<file path="config.mk">
export PLATFORM = sky130hd
export DESIGN_NAME = times_table_writer
export DESIGN_NICKNAME = d
export VERILOG_FILES = /design/src/rtl/times_table_writer.sv
export SDC_FILE = /design/constraint.sdc
export NUM_CORES = 1
export LEC_CHECK = 0
export ABC_AREA = 1
export BUFFER_PORTS_ARGS = -buffer_cell sky130_fd_sc_hd__buf_2
export CAP_MARGIN = 30
export CORE_ASPECT_RATIO = 1.5
export CORE_MARGIN = 1.5
export CORE_UTILIZATION = 42
export DETAILED_ROUTE_END_ITERATION = 8
export GPL_ROUTABILITY_DRIVEN = 0
export GPL_TIMING_DRIVEN = 0
export PLACE_DENSITY_LB_ADDON = 0.08
export SYNTH_ARGS = -nofsm -noshare
export SYNTH_HDL_FRONTEND = slang
export SYNTH_SLANG_ARGS = --single-unit
export TNS_END_PERCENT = 50
</file>
<file path="constraint.sdc">
create_clock -name clk -period 1.97 [get_ports clk]
set_clock_uncertainty 0.05 [all_clocks]
set_input_delay 0 -clock clk [delete_from_list [all_inputs] [get_ports clk]]
set_output_delay 0 -clock clk [all_outputs]
set_load 0.02 [all_outputs]
</file>
<file path="src/rtl/times_table_writer.sv">
// Times-table fill engine: walks every operand pair {a,b}, forms a*b with a
// W-cycle shift-add multiplier and writes each product to address {a,b}.
module times_table_writer #(
    parameter int W = 3
) (
    input  logic           clk,
    input  logic           rst_n,
    input  logic           start,
    input  logic           mem_ready,
    output logic           wr_en,
    output logic [2*W-1:0] wr_addr,
    output logic [2*W-1:0] wr_data,
    output logic           busy,
    output logic           done
);

    // Write handshake: an entry transfers on a rising edge where wr_en and
    // mem_ready are both high; while wr_en=1 and mem_ready=0 the engine holds
    // wr_en, wr_addr and wr_data unchanged for as long as it takes.

    localparam int CW = (W > 1) ? $clog2(W) : 1;
    localparam logic [CW-1:0] LAST_STEP = CW'(W - 1);

    typedef enum logic [1:0] {
        IDLE  = 2'd0,
        MUL   = 2'd1,
        WRITE = 2'd2,
        DONE  = 2'd3
    } state_t;

    state_t state, state_nxt;

    logic [W-1:0]   a;
    logic [W-1:0]   b;
    logic [2*W-1:0] acc;
    logic [CW-1:0]  step;

    logic           begin_fill;
    logic           accept;
    logic           last_entry;
    logic [2*W-1:0] partial;

    assign last_entry = &{a, b};
    assign partial    = a[step] ? ({{W{1'b0}}, b} << step) : '0;

    assign wr_addr = {a, b};
    assign wr_data = acc;

    always_ff @(posedge clk or negedge rst_n) begin
        if (!rst_n) begin
            state <= IDLE;
        end else begin
            state <= state_nxt;
        end
    end

    always_comb begin
        state_nxt  = state;
        begin_fill = 1'b0;
        accept     = 1'b0;
        wr_en      = 1'b0;
        busy       = 1'b0;
        done       = 1'b0;
        case (state)
            IDLE: begin
                if (start) begin
                    begin_fill = 1'b1;
                    state_nxt  = MUL;
                end
            end
            MUL: begin
                busy = 1'b1;
                if (step == LAST_STEP) begin
                    state_nxt = WRITE;
                end
            end
            WRITE: begin
                busy  = 1'b1;
                wr_en = 1'b1;
                if (mem_ready) begin
                    accept    = 1'b1;
                    state_nxt = last_entry ? DONE : MUL;
                end
            end
            DONE: begin
                done = 1'b1;
                if (start) begin
                    begin_fill = 1'b1;
                    state_nxt  = MUL;
                end
            end
            default: state_nxt = IDLE;
        endcase
    end

    // Operand walk (b inner, a outer) and shift-add accumulation. The last
    // entry leaves {a,b} at all ones so DONE keeps showing the final write.
    always_ff @(posedge clk or negedge rst_n) begin
        if (!rst_n) begin
            a    <= '0;
            b    <= '0;
            acc  <= '0;
            step <= '0;
        end else if (begin_fill) begin
            a    <= '0;
            b    <= '0;
            acc  <= '0;
            step <= '0;
        end else if (state == MUL) begin
            acc  <= acc + partial;
            step <= (step == LAST_STEP) ? '0 : step + CW'(1);
        end else if (accept && !last_entry) begin
            {a, b} <= {a, b} + (2*W)'(1);
            acc    <= '0;
            step   <= '0;
        end
    end

endmodule
</file>
After elaboration in Yosys (flattened, before gate mapping)
Index checks and enable logic that the tools add are counted. W data, S select, Z words.

$add $sub $neg: 3. Reduce and logical (&&, ||, !) cells: 10. Bitwise operators: 0. Equal/unequal tests: 8. Shift operators: 1. Magnitude comparators: 1. Divide/modulo/power cells: 0. Muxes and demuxes: 28. Multiply operators: 0.

Operators with widths (count): $mux W6 (4); $mux W3 (6); $mux W2 (8); $mux W1 (8); $add A6 B1 Y6 const B (1); $add A6 B6 Y6 (1); $eq A2 B2 Y1 const B (3); $ne A2 B2 Y1 const B (3); $pmux W2 S3 (1); $reduce_and A6 Y1 (1); $shl A3 B2 Y6 (1); $reduce_or A2 Y1 (2); $lt A2 B3 Y1 const B (1); $reduce_and A3 Y1 (1); $reduce_bool A3 Y1 (1); $add A2 B1 Y2 const B (1); $bmux W1 S2 (1); $eq A2 B1 Y1 const B (1); $logic_not A2 Y1 (1); $ne A2 B1 Y1 const B (1); $reduce_and A2 Y1 (1); $reduce_bool A2 Y1 (1); $logic_and A1 B1 Y1 (1); $logic_not A1 Y1 (1).

Bits of input ports: 4. Bits in registers: 16. Latch bits: 0. Logic and storage cells: 56. Bits in writable memories: 0. Memories: 0. Output and inout port bits: 15. Bits in read-only memories: 0.

Logic depth before layout (Yosys ltp)
Gate-level depths: netlist of the first run.

Depth in word-level cells: 6. Gate-level depth with buffers: 13. Depth with buffers taken out: 13.

Worst setup path after synthesis of the first run
OpenSTA, ideal clock, no wires.

Path kind: reg2reg. Start point: register a[1]. End point: register acc[4] (netlist: wr_data[4]). Period minus slack after synthesis: 1.922 ns. Slack: 0.048 ns. Library setup time: 0.117 ns. Path buffers: 0. Data required time: 1.803 ns. Cell stages (with the launch flop): 12. Arrival time: 1.755 ns. Path through: dfrtp_1 > inv_1 > nor2_1 > nor3_2 > nor3_1 > fa_1 > nand2_1 > a21oi_1 > nor2_1 > nand2_1 > nand3_1 > nand2_1.

Cells in the longest elaborated chain, start to end: 6. Elaborated cells on any way between the ends: 10. Classes of those cells: add/sub: 1; mux: 5; reduce/logical: 4.

RTL lines: from (decl) (line 33) `logic [W-1:0] a;`; from (signal assigned) (line 113) `{a, b} <= {a, b} + (2*W)'(1);`; $bmux W1 S2 (line 44) `assign partial = a[step] ? ({{W{1'b0}}, b} << step) : '0;`; $mux W1 (not written as such) (line 44); $mux W6 (line 44); $add A6 B6 Y6 (line 110) `acc <= acc + partial;`; $mux W6 (line 109) `end else if (state == MUL) begin`; $mux W6 (line 104) `end else if (begin_fill) begin`; to (signal assigned) (line 110); to (decl) (line 35) `logic [2*W-1:0] acc;`.

Several ways; a longest one is shown, not always the timed one. The select of a mux whose other input is x is not followed. A chain may end at the register's enable or synchronous reset.

Worst setup path in the final report of the first run
Start point: register step[1]. End point: register step[0].

Cells in the longest elaborated chain, start to end: 4.

RTL lines: from (decl) (line 36) `logic [CW-1:0] step;`; from (signal assigned) (line 111) `step <= (step == LAST_STEP) ? '0 : step + CW'(1);`; $eq A2 B2 Y1 (line 111); $mux W2 (line 111); $mux W2 (line 109); $mux W2 (line 104).

No other way between the ends.

==> results of run 1 <==
registers in the layout, indices dropped and copies added, names as in the netlist:
register  cells
a             3
step          2
wr_data       6
b             3
state         2
power by group through the flow:
| stage | Sequential [mW] | Combinational, mW | Clock [mW] |
|---|---|---|---|
| floorplan | 0.502 | 0.599 | 0 |
| global placement | 0.487 | 0.819 | 0 |
| detailed placement | 0.490 | 0.829 | 0 |
| CTS | 0.480 | 1.11 | 0.301 |
| global route | 0.495 | 1.33 | 0.309 |
| finish | 0.487 | 1.21 | 0.294 |
final cells by class:
cell class / instances / share of cell area [%]
Buffer: 1 / 0.472
Inverter: 26 / 6.22
Tap cell: 37 / 2.91
Multi-Input combinational cell: 128 / 47.4
Timing Repair Buffer: 35 / 14.1
Sequential cell: 16 / 25.4
Clock buffer: 4 / 3.46
cell families (layout without fill, tap and decap cells):
kind of cell,Yosys count,count (layout),synth area share [%]
multiplexers,1,1,0.840
adder cells (fa/ha/maj),11,11,12.2
AND/OR/NAND/NOR,96,96,35.6
flip-flops,16,16,33.6
buffers and inverters,27,66,8.72
AO/OA/AOI/OAI,20,20,9.03
layout by cell type (no fill, tap or decap), types with 2 or more instances in the layout:
cell type / instances
inv_2: 2
nand3_1: 12
buf_4: 15
nor3_2: 2
o22ai_1: 3
o21ai_0: 6
nand2_2: 3
nand4_1: 3
clkbuf_8: 4
nand2_1: 54
dfrtp_1: 13
buf_2: 18
nand2_4: 4
dfrtp_2: 3
ha_1: 10
a21oi_2: 2
nor2_1: 11
o21ai_1: 2
a21oi_1: 6
nor2_2: 2
inv_1: 23
metrics by stage:
| stage | std cells | setup slack, ps |
|---|---|---|
| 6_report | 247 | -70.5 |
| 2_1_floorplan | 171 | 47.6 |
| 4_1_cts | 245 | 0.252 |
| 5_1_grt | 247 | -178 |
| 3_5_place_dp | 226 | -187 |
| 3_3_place_gp | 226 | -171 |
path summary, 6_finish.rpt:
check	start	endpoint	cells after the start
max in group asynchronous	rst_n	step[0]$_DFFE_PN0P_	2
setup reg to reg	step[1]$_DFFE_PN0P_	step[0]$_DFFE_PN0P_	12
setup / recovery	step[1]$_DFFE_PN0P_	step[0]$_DFFE_PN0P_	12
hold reg to reg	wr_data[0]$_DFFE_PN0P_	wr_data[0]$_DFFE_PN0P_	2
hold / removal	rst_n	state[0]$_DFFE_PN0P_	2
min in group clk	mem_ready	state[0]$_DFFE_PN0P_	4
layer usage:
| metal | wire length [microns] | global-route usage [%] | vias up |
|---|---|---|---|
| met5 | 0 | 0 | - |
| met4 | 86 | 10.7 | 0 |
| met3 | 61 | 1.58 | 9 |
| met2 | 1690 | 41.1 | 26 |
| met1 | 1240 | 23.4 | 588 |
| li1 | - | - | 626 |
what timing repair did:
action	4_1_cts	5_1_grt
hold buffers	1	0
endpoints found under the setup margin	5	4
pin swaps	11	7
gates resized for setup	16	9
buffers inserted	14	2
hold endpoints to repair	16	0
==> key figures, run 1 <==
Floorplan
  – Ports: 19
  – Core area: 2680 sq um
  – Row count: 23
  – Die Wd: 46.5 microns
  – Height of the chip: 68.2 microns
  – Initial Util: 44.5%
  – Die area: 3170 sq um

Placement
  – I/O Buffers: 18
  – DPL Wire Length: 2.09 mm
  – DP Area: 1330 sq um

STA
  – Worst-Margin Slew: 378 ps
  – Fmax: 490 MHz
  – Final min period: 2040 ps
  – Hold Fails Final Rpt: 0
  – Fin worst setup slack: -70.5 ps
  – Unrepaired setup endpoints after global routing: yes
  – Final setup viols: 3
  – Fin. max-slew vios: 0
  – Sum of negative setup slack: -135 ps
  – Slew margin rel.: 74.8%
  – Final worst path period share: 104%
  – Hold WS: 149 ps

Drt
  – Initial DRC Count: 26
  – # DRC: 0
  – Wire per inst: 12.4 microns
  – Routed wire length: 3.07 mm
  – Vias/cell: 5.06
  – DR vias: 1249
  – First-pass iteration count of the detailed router: 4
  – Routed Antenna Nets: 0

Setup path
  – Startpoint types: flip-flop
  – WP buf/inv: 10
  – CP required: 2080 ps
  – Setup CP Type: flip-flop to flip-flop
  – Top delay family on crit path: buffers and inverters
  – Top cell by count, worst path: buf_4
  – Max FO, Critical Path: 7
  – Worst EP arrival: 2150 ps
  – Worst Setup End Kind: flip-flop
  – CP Cell Sequence: inv_2 -> nand2_4 -> buf_4 -> buf_4 -> buf_4 -> buf_4 -> buf_4 -> buf_4 -> buf_4 -> buf_4 -> buf_4 -> o22ai_1
  – Crit path max-delay cell type: dfrtp_1
  – Worst R2R Setup Slack: -70 ps
  – Worst path max stage delay: 390 ps

Clock tree
  – TritonCTS clock tree: done
  – Clock buffer count from CTS: 3
  – Worst skew pair latency: 250 ps
  – CTS H-tree depth: 1
  – CTS Buffer Depth: 2
  – Clock Tree Root: clkbuf_8
  – Clock slew at reported path FFs: 60 ps
  – Clock sink count: 16

Pwr
  – Pleak: 0.883 nW
  – Flop pwr share: 24.5%
  – PD cells: 1250 nW/um^2
  – Power consumption: 1.99 mW
  – Logic pwr share: 60.7%
  – Max IR drop VDD: 0.771 mV
  – Psw: 0.917 mW
  – Switching share of total power: 46.2%
  – P_int: 1.07 mW
  – Clk pwr share: 14.8%

Run status
  – Status: finished with violations
  – Violations in the final reports: negative setup slack

Layout
  – Design Area, Final: 1590 sq um
  – Utilization after layout: 59.4%
  – Multi-input logic area: 753 sq um
  – Nets: 226
  – Register Area: 404 sq um
  – Layout cells sized above 1: 31.0%
  – Fill count: 241
  – Syn-to-layout area delta: 33.4%
  – Ant. Diodes: 0

Logic synthesis
  – Synthesized Nets: 186
  – Number of synthesized flops with an enable pin: 0
  – Top cell type's share of synthesized area: 33.6%
  – Sequential-to-total area share from yosys stat: 33.6%
  – Top cells by area, synth: dfrtp_1 (34%), nand2_1 (18%), ha_1 (11%), inv_1 (7.9%), nand3_1 (5.5%)
  – #FFs+latches synth: 16
  – Most numerous cell in the Yosys netlist: nand2_1
  – Asr flop ratio synth: 100%
  – Largest area contributor in the netlist: dfrtp_1
  – Distinct cells, synth: 20
  – Top FF cell, synth: dfrtp_1
  – Synth Instances: 171
  – Commonest cells post-synth: nand2_1 (56), inv_1 (25), dfrtp_1 (16), nor2_1 (14), nand3_1 (13)
  – Yosys warning total: 0
  – Synthesized area per cell: 6.97 sq um
  – Synth Cell Area: 1190 sq um

GRT
  – Grt ovf: 0
  – GRT Overall Usage: 21.9%
  – Initial antenna violation count: 0
  – Vias in the first global route: 1193
  – First-pass GRT wire length: 5.09 mm
  – Largest net degree at the start of global routing: 17

Worst hold path
  – Worst Hold Class: input port to async pin

Run
  – Max capacitance violation total: 0
Power figures use the tool's default switching activity.
==> run 2: changes to the inputs <==
--- a/config.mk
+++ b/config.mk
@@ -15,6 +15,7 @@
 export GPL_ROUTABILITY_DRIVEN = 0
 export GPL_TIMING_DRIVEN = 0
 export PLACE_DENSITY_LB_ADDON = 0.08
+export SKIP_LAST_GASP = 1
 export SYNTH_ARGS = -nofsm -noshare
 export SYNTH_HDL_FRONTEND = slang
 export SYNTH_SLANG_ARGS = --single-unit
==> key figures, run 2 (synthesized netlist as in run 1, its figures left out) <==
Run status
  – Status: finished with violations
  – Violations in the final reports: negative setup slack

Placement
  – DPL Wire Length: 2.09 mm (unchanged)
  – I/O Buffers: 18 (unchanged)
  – Placed Cells: 226 (unchanged)

STA
  – Fin worst setup slack: -70.5 ps (+0.00160 ps)
  – Final setup viols: 3 (unchanged)
  – Unrepaired setup endpoints after global routing: yes
  – Fin. max-slew vios: 0 (unchanged)
  – Hold Fails Final Rpt: 0 (unchanged)
  – Fmax: 490 MHz (unchanged)
  – Final min period: 2040 ps (-0.00160 ps)
  – Worst-Margin Slew: 379 ps (+0.0947 ps)
  – Final worst path period share: 104% (about the same)
  – Slew margin rel.: 74.8% (about the same)

Floorplan
  – Core area: 2680 sq um (unchanged)
  – Die Wd: 46.5 microns (unchanged)
  – Initial Util: 44.5% (unchanged)
  – Die area: 3170 sq um (unchanged)
  – Height of the chip: 68.2 microns (unchanged)
  – Ports: 19 (unchanged)
  – Row count: 23 (unchanged)

Drt
  – First-pass iteration count of the detailed router: 4 (unchanged)
  – Wire per inst: 12.4 microns (unchanged)
  – Routed wire length: 3.07 mm (unchanged)
  – DR vias: 1249 (unchanged)
  – Initial DRC Count: 26 (unchanged)
  – # DRC: 0 (unchanged)
  – Routed Antenna Nets: 0 (unchanged)
  – Vias/cell: 5.06 (unchanged)

Clock tree
  – Worst skew pair latency: 250 ps (about the same)
  – CTS H-tree depth: 1 (unchanged)
  – TritonCTS clock tree: done
  – Clock buffer count from CTS: 3 (unchanged)
  – Clock Tree Root: clkbuf_8
  – Clock slew at reported path FFs: 60 ps (about the same)
  – CTS Buffer Depth: 2 (unchanged)
  – Clock sink count: 16 (unchanged)

Setup path
  – Crit path max-delay cell type: dfrtp_1
  – Stages on the worst setup path: 12 (unchanged)
  – Worst Setup End Kind: flip-flop
  – WP buf/inv: 10 (unchanged)
  – Setup CP Type: flip-flop to flip-flop
  – CP Cell Sequence: inv_2 -> nand2_4 -> buf_4 -> buf_4 -> buf_4 -> buf_4 -> buf_4 -> buf_4 -> buf_4 -> buf_4 -> buf_4 -> o22ai_1
  – Crit path launch: step[1]$_DFFE_PN0P_
  – Worst EP arrival: 2150 ps (about the same)
  – Max FO, Critical Path: 7 (unchanged)
  – Worst R2R Setup Slack: -70 ps (about the same)
  – Worst setup path endpoint: step[0]$_DFFE_PN0P_
  – Worst reg2reg endpoint: step[0]$_DFFE_PN0P_
  – Top delay family on crit path: buffers and inverters
  – Startpoint types: flip-flop
  – Cells on worst reg2reg path: 12 (unchanged)
  – Worst flop-to-flop path startpoint: step[1]$_DFFE_PN0P_
  – Top cell by count, worst path: buf_4
  – Worst path max stage delay: 390 ps (about the same)
  – CP required: 2080 ps (about the same)

Pwr
  – Flop pwr share: 24.5% (about the same)
  – Power consumption: 1.99 mW (about the same)
  – Logic pwr share: 60.7% (about the same)
  – Clk pwr share: 14.8% (about the same)
  – Psw: 0.917 mW (about the same)
  – Max IR drop VDD: 0.771 mV (about the same)
  – P_int: 1.07 mW (about the same)
  – Switching share of total power: 46.2% (about the same)
  – PD cells: 1250 nW/um^2 (about the same)
  – Pleak: 0.885 nW (+0.18%)

Layout
  – Layout cells sized above 1: 30.5% (-0.48 points)
  – Multi-input logic area: 753 sq um (unchanged)
  – Syn-to-layout area delta: 33.3% (about the same)
  – Max FFs per register: 6 (unchanged)
  – Register Area: 403 sq um (-0.31%)
  – Most frequent cells in the layout: nand2_1 (54), inv_1 (23), buf_2 (18)
  – Non-Filler Instances: 247 (unchanged)
  – Most common cell after layout, fill and taps aside: nand2_1
  – Ant. Diodes: 0 (unchanged)
  – Nets: 226 (unchanged)
  – Fill count: 239 (-0.83%)

GRT
  – First-pass GRT wire length: 5.09 mm (unchanged)
  – Vias in the first global route: 1193 (unchanged)
  – GRT Overall Usage: 21.9% (unchanged)
  – Largest net degree at the start of global routing: 17 (unchanged)
  – Initial antenna violation count: 0 (unchanged)
  – Grt ovf: 0 (unchanged)

Worst hold path
  – Worst Hold Class: input port to async pin

Run
  – Max capacitance violation total: 0 (unchanged)
-- run 2: cell types whose count changed in the layout (fill, tap and decap cells not counted) --
| cell | delta |
|---|---|
| dfrtp_2 | -1 |
| dfrtp_1 | +1 |
-- run 2: repair_timing --
action | 4_1_cts | 5_1_grt
resized for setup | 15 | 9
pin swaps | 11 | 7
endpoints found under the hold margin | 16 | 0
hold buffers | 1 | 0
setup endpoints to repair | 5 | 5
setup buffers | 14 | 2
-- run 2: stage by stage --
stage	area (sq um)	utilization, %	setup WS (ps)	setup TNS (ps)	hold slack (ps)
after floorplan	1190	-	47.6	0	-346
after global placement	1330	49.6	-171	-368	-112
after detailed placement	1330	49.6	-187	-450	-108
after CTS	1540	57.6	-0.994	-0.994	155
after global routing	1590	59.3	-178	-706	182
final	1590	59.3	-70.5	-135	149
-- run 2: final cells by class --
type	instances	area share [%]
buffer	1	0.473
clock buffer	4	3.47
inverter	26	6.23
multi-input combinational	128	47.4
sequential	16	25.4
tap	37	2.92
timing repair buffer	35	14.1
-- run 2: worst min-delay path by stage --
stage / from / to / cells after the start
floorplan: rst_n / a[0]$_DFFE_PN0P_ / 0
global placement: rst_n / state[1]$_DFFE_PN0P_ / 1
detailed placement: rst_n / state[1]$_DFFE_PN0P_ / 1
CTS: rst_n / state[1]$_DFFE_PN0P_ / 2
global route: rst_n / state[0]$_DFFE_PN0P_ / 2
finish: rst_n / state[0]$_DFFE_PN0P_ / 2
-- run 2: routing by layer --
metal	vias to the layer above	wire [microns]	GRT usage, %
met1	588	1240	23.4
met4	0	86	10.7
li1	626	-	-
met3	9	61	1.58
met5	-	0	0
met2	26	1690	41.1
-- run 2: power by group through the flow --
| stage | clock [mW] | sequential, mW | combinational (mW) |
|---|---|---|---|
| 2_1_floorplan | 0 | 0.502 | 0.599 |
| 6_report | 0.294 | 0.487 | 1.21 |
| 4_1_cts | 0.301 | 0.479 | 1.11 |
| 3_5_place_dp | 0 | 0.490 | 0.829 |
| 5_1_grt | 0.309 | 0.495 | 1.33 |
| 3_3_place_gp | 0 | 0.487 | 0.819 |
==> run 3: changes to the inputs <==
--- a/config.mk
+++ b/config.mk
@@ -5,7 +5,6 @@
 export SDC_FILE = /design/constraint.sdc
 export NUM_CORES = 1
 export LEC_CHECK = 0
-export ABC_AREA = 1
 export BUFFER_PORTS_ARGS = -buffer_cell sky130_fd_sc_hd__buf_2
 export CAP_MARGIN = 30
 export CORE_ASPECT_RATIO = 1.5
==> key figures, run 3 <==
Setup path
  – Top delay family on crit path: compound AO/OA/AOI/OAI gates
  – Worst Setup End Kind: flip-flop
  – CP Cell Sequence: buf_6 -> buf_4 -> nor2_4 -> and3_4 -> ha_4 -> fa_2 -> a21o_1 -> a21oi_4 -> xnor2_1 -> a22o_2
  – Crit path max-delay cell type: dfrtp_1
  – Startpoint types: flip-flop
  – Max FO, Critical Path: 5 (-2)
  – WP buf/inv: 2 (-8)
  – Setup CP Type: flip-flop to flip-flop
  – Worst path max stage delay: 390 ps (about the same)
  – CP required: 2100 ps (+20 ps)
  – Worst EP arrival: 2280 ps (+130 ps)

Layout
  – Register Area: 405 sq um (+0.62%)
  – Multi-input logic area: 737 sq um (-2.2%)
  – Most common cell after layout, fill and taps aside: buf_2
  – Fill count: 222 (-7.1%)
  – Design Area, Final: 1470 sq um (-7.6%)
  – Most frequent cells in the layout: buf_2 (19), buf_4 (12), dfrtp_1 (12)
  – Syn-to-layout area delta: 33.3% (about the same)
  – Ant. Diodes: 0 (unchanged)
  – Layout cells sized above 1: 47.0% (+17 points)
  – Max FFs per register: 6 (unchanged)
  – Nets: 165 (-27%)

STA
  – Final setup viols: 4 (+1)
  – Hold Fails Final Rpt: 0 (unchanged)
  – Fin worst setup slack: -178 ps (-107 ps)
  – Final min period: 2150 ps (+107 ps)
  – Fin. max-slew vios: 0 (unchanged)
  – Fmax: 466 MHz (-5.0%)
  – Hold WS: 85.3 ps (-63.4 ps)
  – Slew margin rel.: 70.7% (-4.1 points)
  – Final worst path period share: 109% (+5.4 points)
  – Worst-Margin Slew: 440 ps (+61.1 ps)
  – Unrepaired setup endpoints after global routing: yes

Logic synthesis
  – Most numerous cell in the Yosys netlist: dfrtp_1
  – #FFs+latches synth: 16 (unchanged)
  – Largest area contributor in the netlist: dfrtp_1
  – Synthesized area per cell: 9.73 sq um (+40%)
  – Synthesized Nets: 128 (-31%)
  – Synth Cell Area: 1100 sq um (-7.7%)
  – Number of synthesized flops with an enable pin: 0 (unchanged)
  – Distinct cells, synth: 40 (+100%)
  – Top FF cell, synth: dfrtp_1
  – Synth Instances: 113 (-34%)
  – Top cell type's share of synthesized area: 36.4% (+2.8 points)
  – Yosys warning total: 0 (unchanged)
  – Commonest cells post-synth: dfrtp_1 (16), ha_1 (10), o21ai_0 (10), inv_1 (8)
  – Sequential-to-total area share from yosys stat: 36.4% (+2.8 points)
  – Asr flop ratio synth: 100% (unchanged)
  – Top cells by area, synth: dfrtp_1 (36%), ha_1 (11%), a22o_2 (5.5%), o21ai_0 (4.6%), mux2i_1 (2.7%)

GRT
  – Vias in the first global route: 1020 (-15%)
  – Grt ovf: 0 (unchanged)
  – Largest net degree at the start of global routing: 17 (unchanged)
  – GRT Overall Usage: 20.6% (-1.4 points)
  – Initial antenna violation count: 0 (unchanged)
  – First-pass GRT wire length: 4.53 mm (-11%)

Clock tree
  – Clock buffer count from CTS: 3 (unchanged)
  – CTS Buffer Depth: 2 (unchanged)
  – TritonCTS clock tree: done
  – Clock Tree Root: clkbuf_4
  – Clock sink count: 16 (unchanged)
  – Clock slew at reported path FFs: 100 ps (+40 ps)
  – Worst skew pair latency: 280 ps (+30 ps)
  – CTS H-tree depth: 1 (unchanged)

Floorplan
  – Initial Util: 44.4% (-0.11 points)
  – Row count: 22 (-4.3%)
  – Core area: 2480 sq um (-7.4%)
  – Die Wd: 44.8 microns (-3.7%)
  – Height of the chip: 65.7 microns (-3.7%)
  – Die area: 2940 sq um (-7.3%)
  – Ports: 19 (unchanged)

Drt
  – Routed wire length: 2.63 mm (-14%)
  – First-pass iteration count of the detailed router: 4 (unchanged)
  – # DRC: 0 (unchanged)
  – Wire per inst: 15.2 microns (+22%)
  – Vias/cell: 5.77 (+14%)
  – DR vias: 998 (-20%)
  – Initial DRC Count: 10 (-62%)
  – Routed Antenna Nets: 0 (unchanged)

Pwr
  – Max IR drop VDD: 0.866 mV (+12%)
  – Pleak: 0.724 nW (-18%)
  – PD cells: 1250 nW/um^2 (about the same)

Run status
  – Violations in the final reports: negative setup slack
  – Status: finished with violations

Placement
  – DP Area: 1250 sq um (-6.1%)
  – I/O Buffers: 18 (unchanged)
  – DPL Wire Length: 1.83 mm (-13%)

Worst hold path
  – Worst Hold Class: input port to flip-flop

Run
  – Max capacitance violation total: 0 (unchanged)
[run 3: report_power, final]
group          switching, mW  total, mW  internal, mW
clock                  0.107      0.219         0.112
sequential             0.118      0.532         0.415
combinational          0.610       1.08         0.472
total                  0.835       1.83         0.999
[run 3: logic make-up (layout without fill, tap and decap cells)]
group           Yosys count  after routing  synth area share, %
simple gates             30             30                 14.3
buf+inv                  11             47                 4.89
xor+xnor                  2              2                 1.59
flops                    16             16                 36.4
fa+ha+maj                11             11                 13.2
mux                       3              3                 2.73
compound gates           40             40                 26.8
[run 3: worst min-delay path, delay by kind of cell]
| kind | cells | cell delay, ps |
|---|---|---|
| simple gates | 1 | 60 |
| buf+inv | 1 | 120 |
| compound gates | 2 | 200 |
[run 3: metrics by stage]
stage,instances,total power [mW],setup TNS [ps],setup slack [ps],util [%]
after floorplan,113,1.18,-2.18,-2.18,-
after global placement,155,1.40,-218,-113,50.3
after detailed placement,155,1.42,-257,-131,50.3
after CTS,171,1.78,-331,-122,57.2
after global routing,173,1.99,-801,-250,59.2
final,173,1.83,-338,-178,59.2
[run 3: cell type report]
cell class	instances	share of cell area (%)
Clock buffer	4	2.47
Timing Repair Buffer	32	13.5
Buffer	3	2.05
Multi-Input combinational cell	86	50.3
Inverter	8	2.05
Sequential cell	16	27.6
Tap cell	24	2.05
[run 3: worst paths after layout]
check	startpoint	to	slack [ps]	depth (start not counted)
max	step[0]$_DFFE_PN0P_	wr_data[4]$_DFFE_PN0P_	-180	10
min	mem_ready	b[2]$_DFFE_PN0P_	90	4
max reg2reg	step[0]$_DFFE_PN0P_	wr_data[4]$_DFFE_PN0P_	-180	10
min reg2reg	wr_data[3]$_DFFE_PN0P_	wr_data[3]$_DFFE_PN0P_	470	1
max in group asynchronous	rst_n	b[0]$_DFFE_PN0P_	1470	2
min in group asynchronous	rst_n	wr_data[0]$_DFFE_PN0P_	110	2
[run 3: routing by layer]
| metal | up-vias | track usage (%) | routed length, microns |
|---|---|---|---|
| met5 | - | 0 | 0 |
| met4 | 0 | 7.35 | 21 |
| met3 | 2 | 2.75 | 70 |
| met2 | 19 | 36.1 | 1430 |
| met1 | 482 | 24.8 | 1110 |
| li1 | 495 | - | - |
[run 3: repair_timing]
action                                  CTS  global route
pin swaps                                11            10
resized for setup                         9            12
endpoints found under the setup margin    3             8
hold buffers                              2             0
hold endpoints to repair                 17             0
cloned                                    1             0
buffers inserted                          9             2
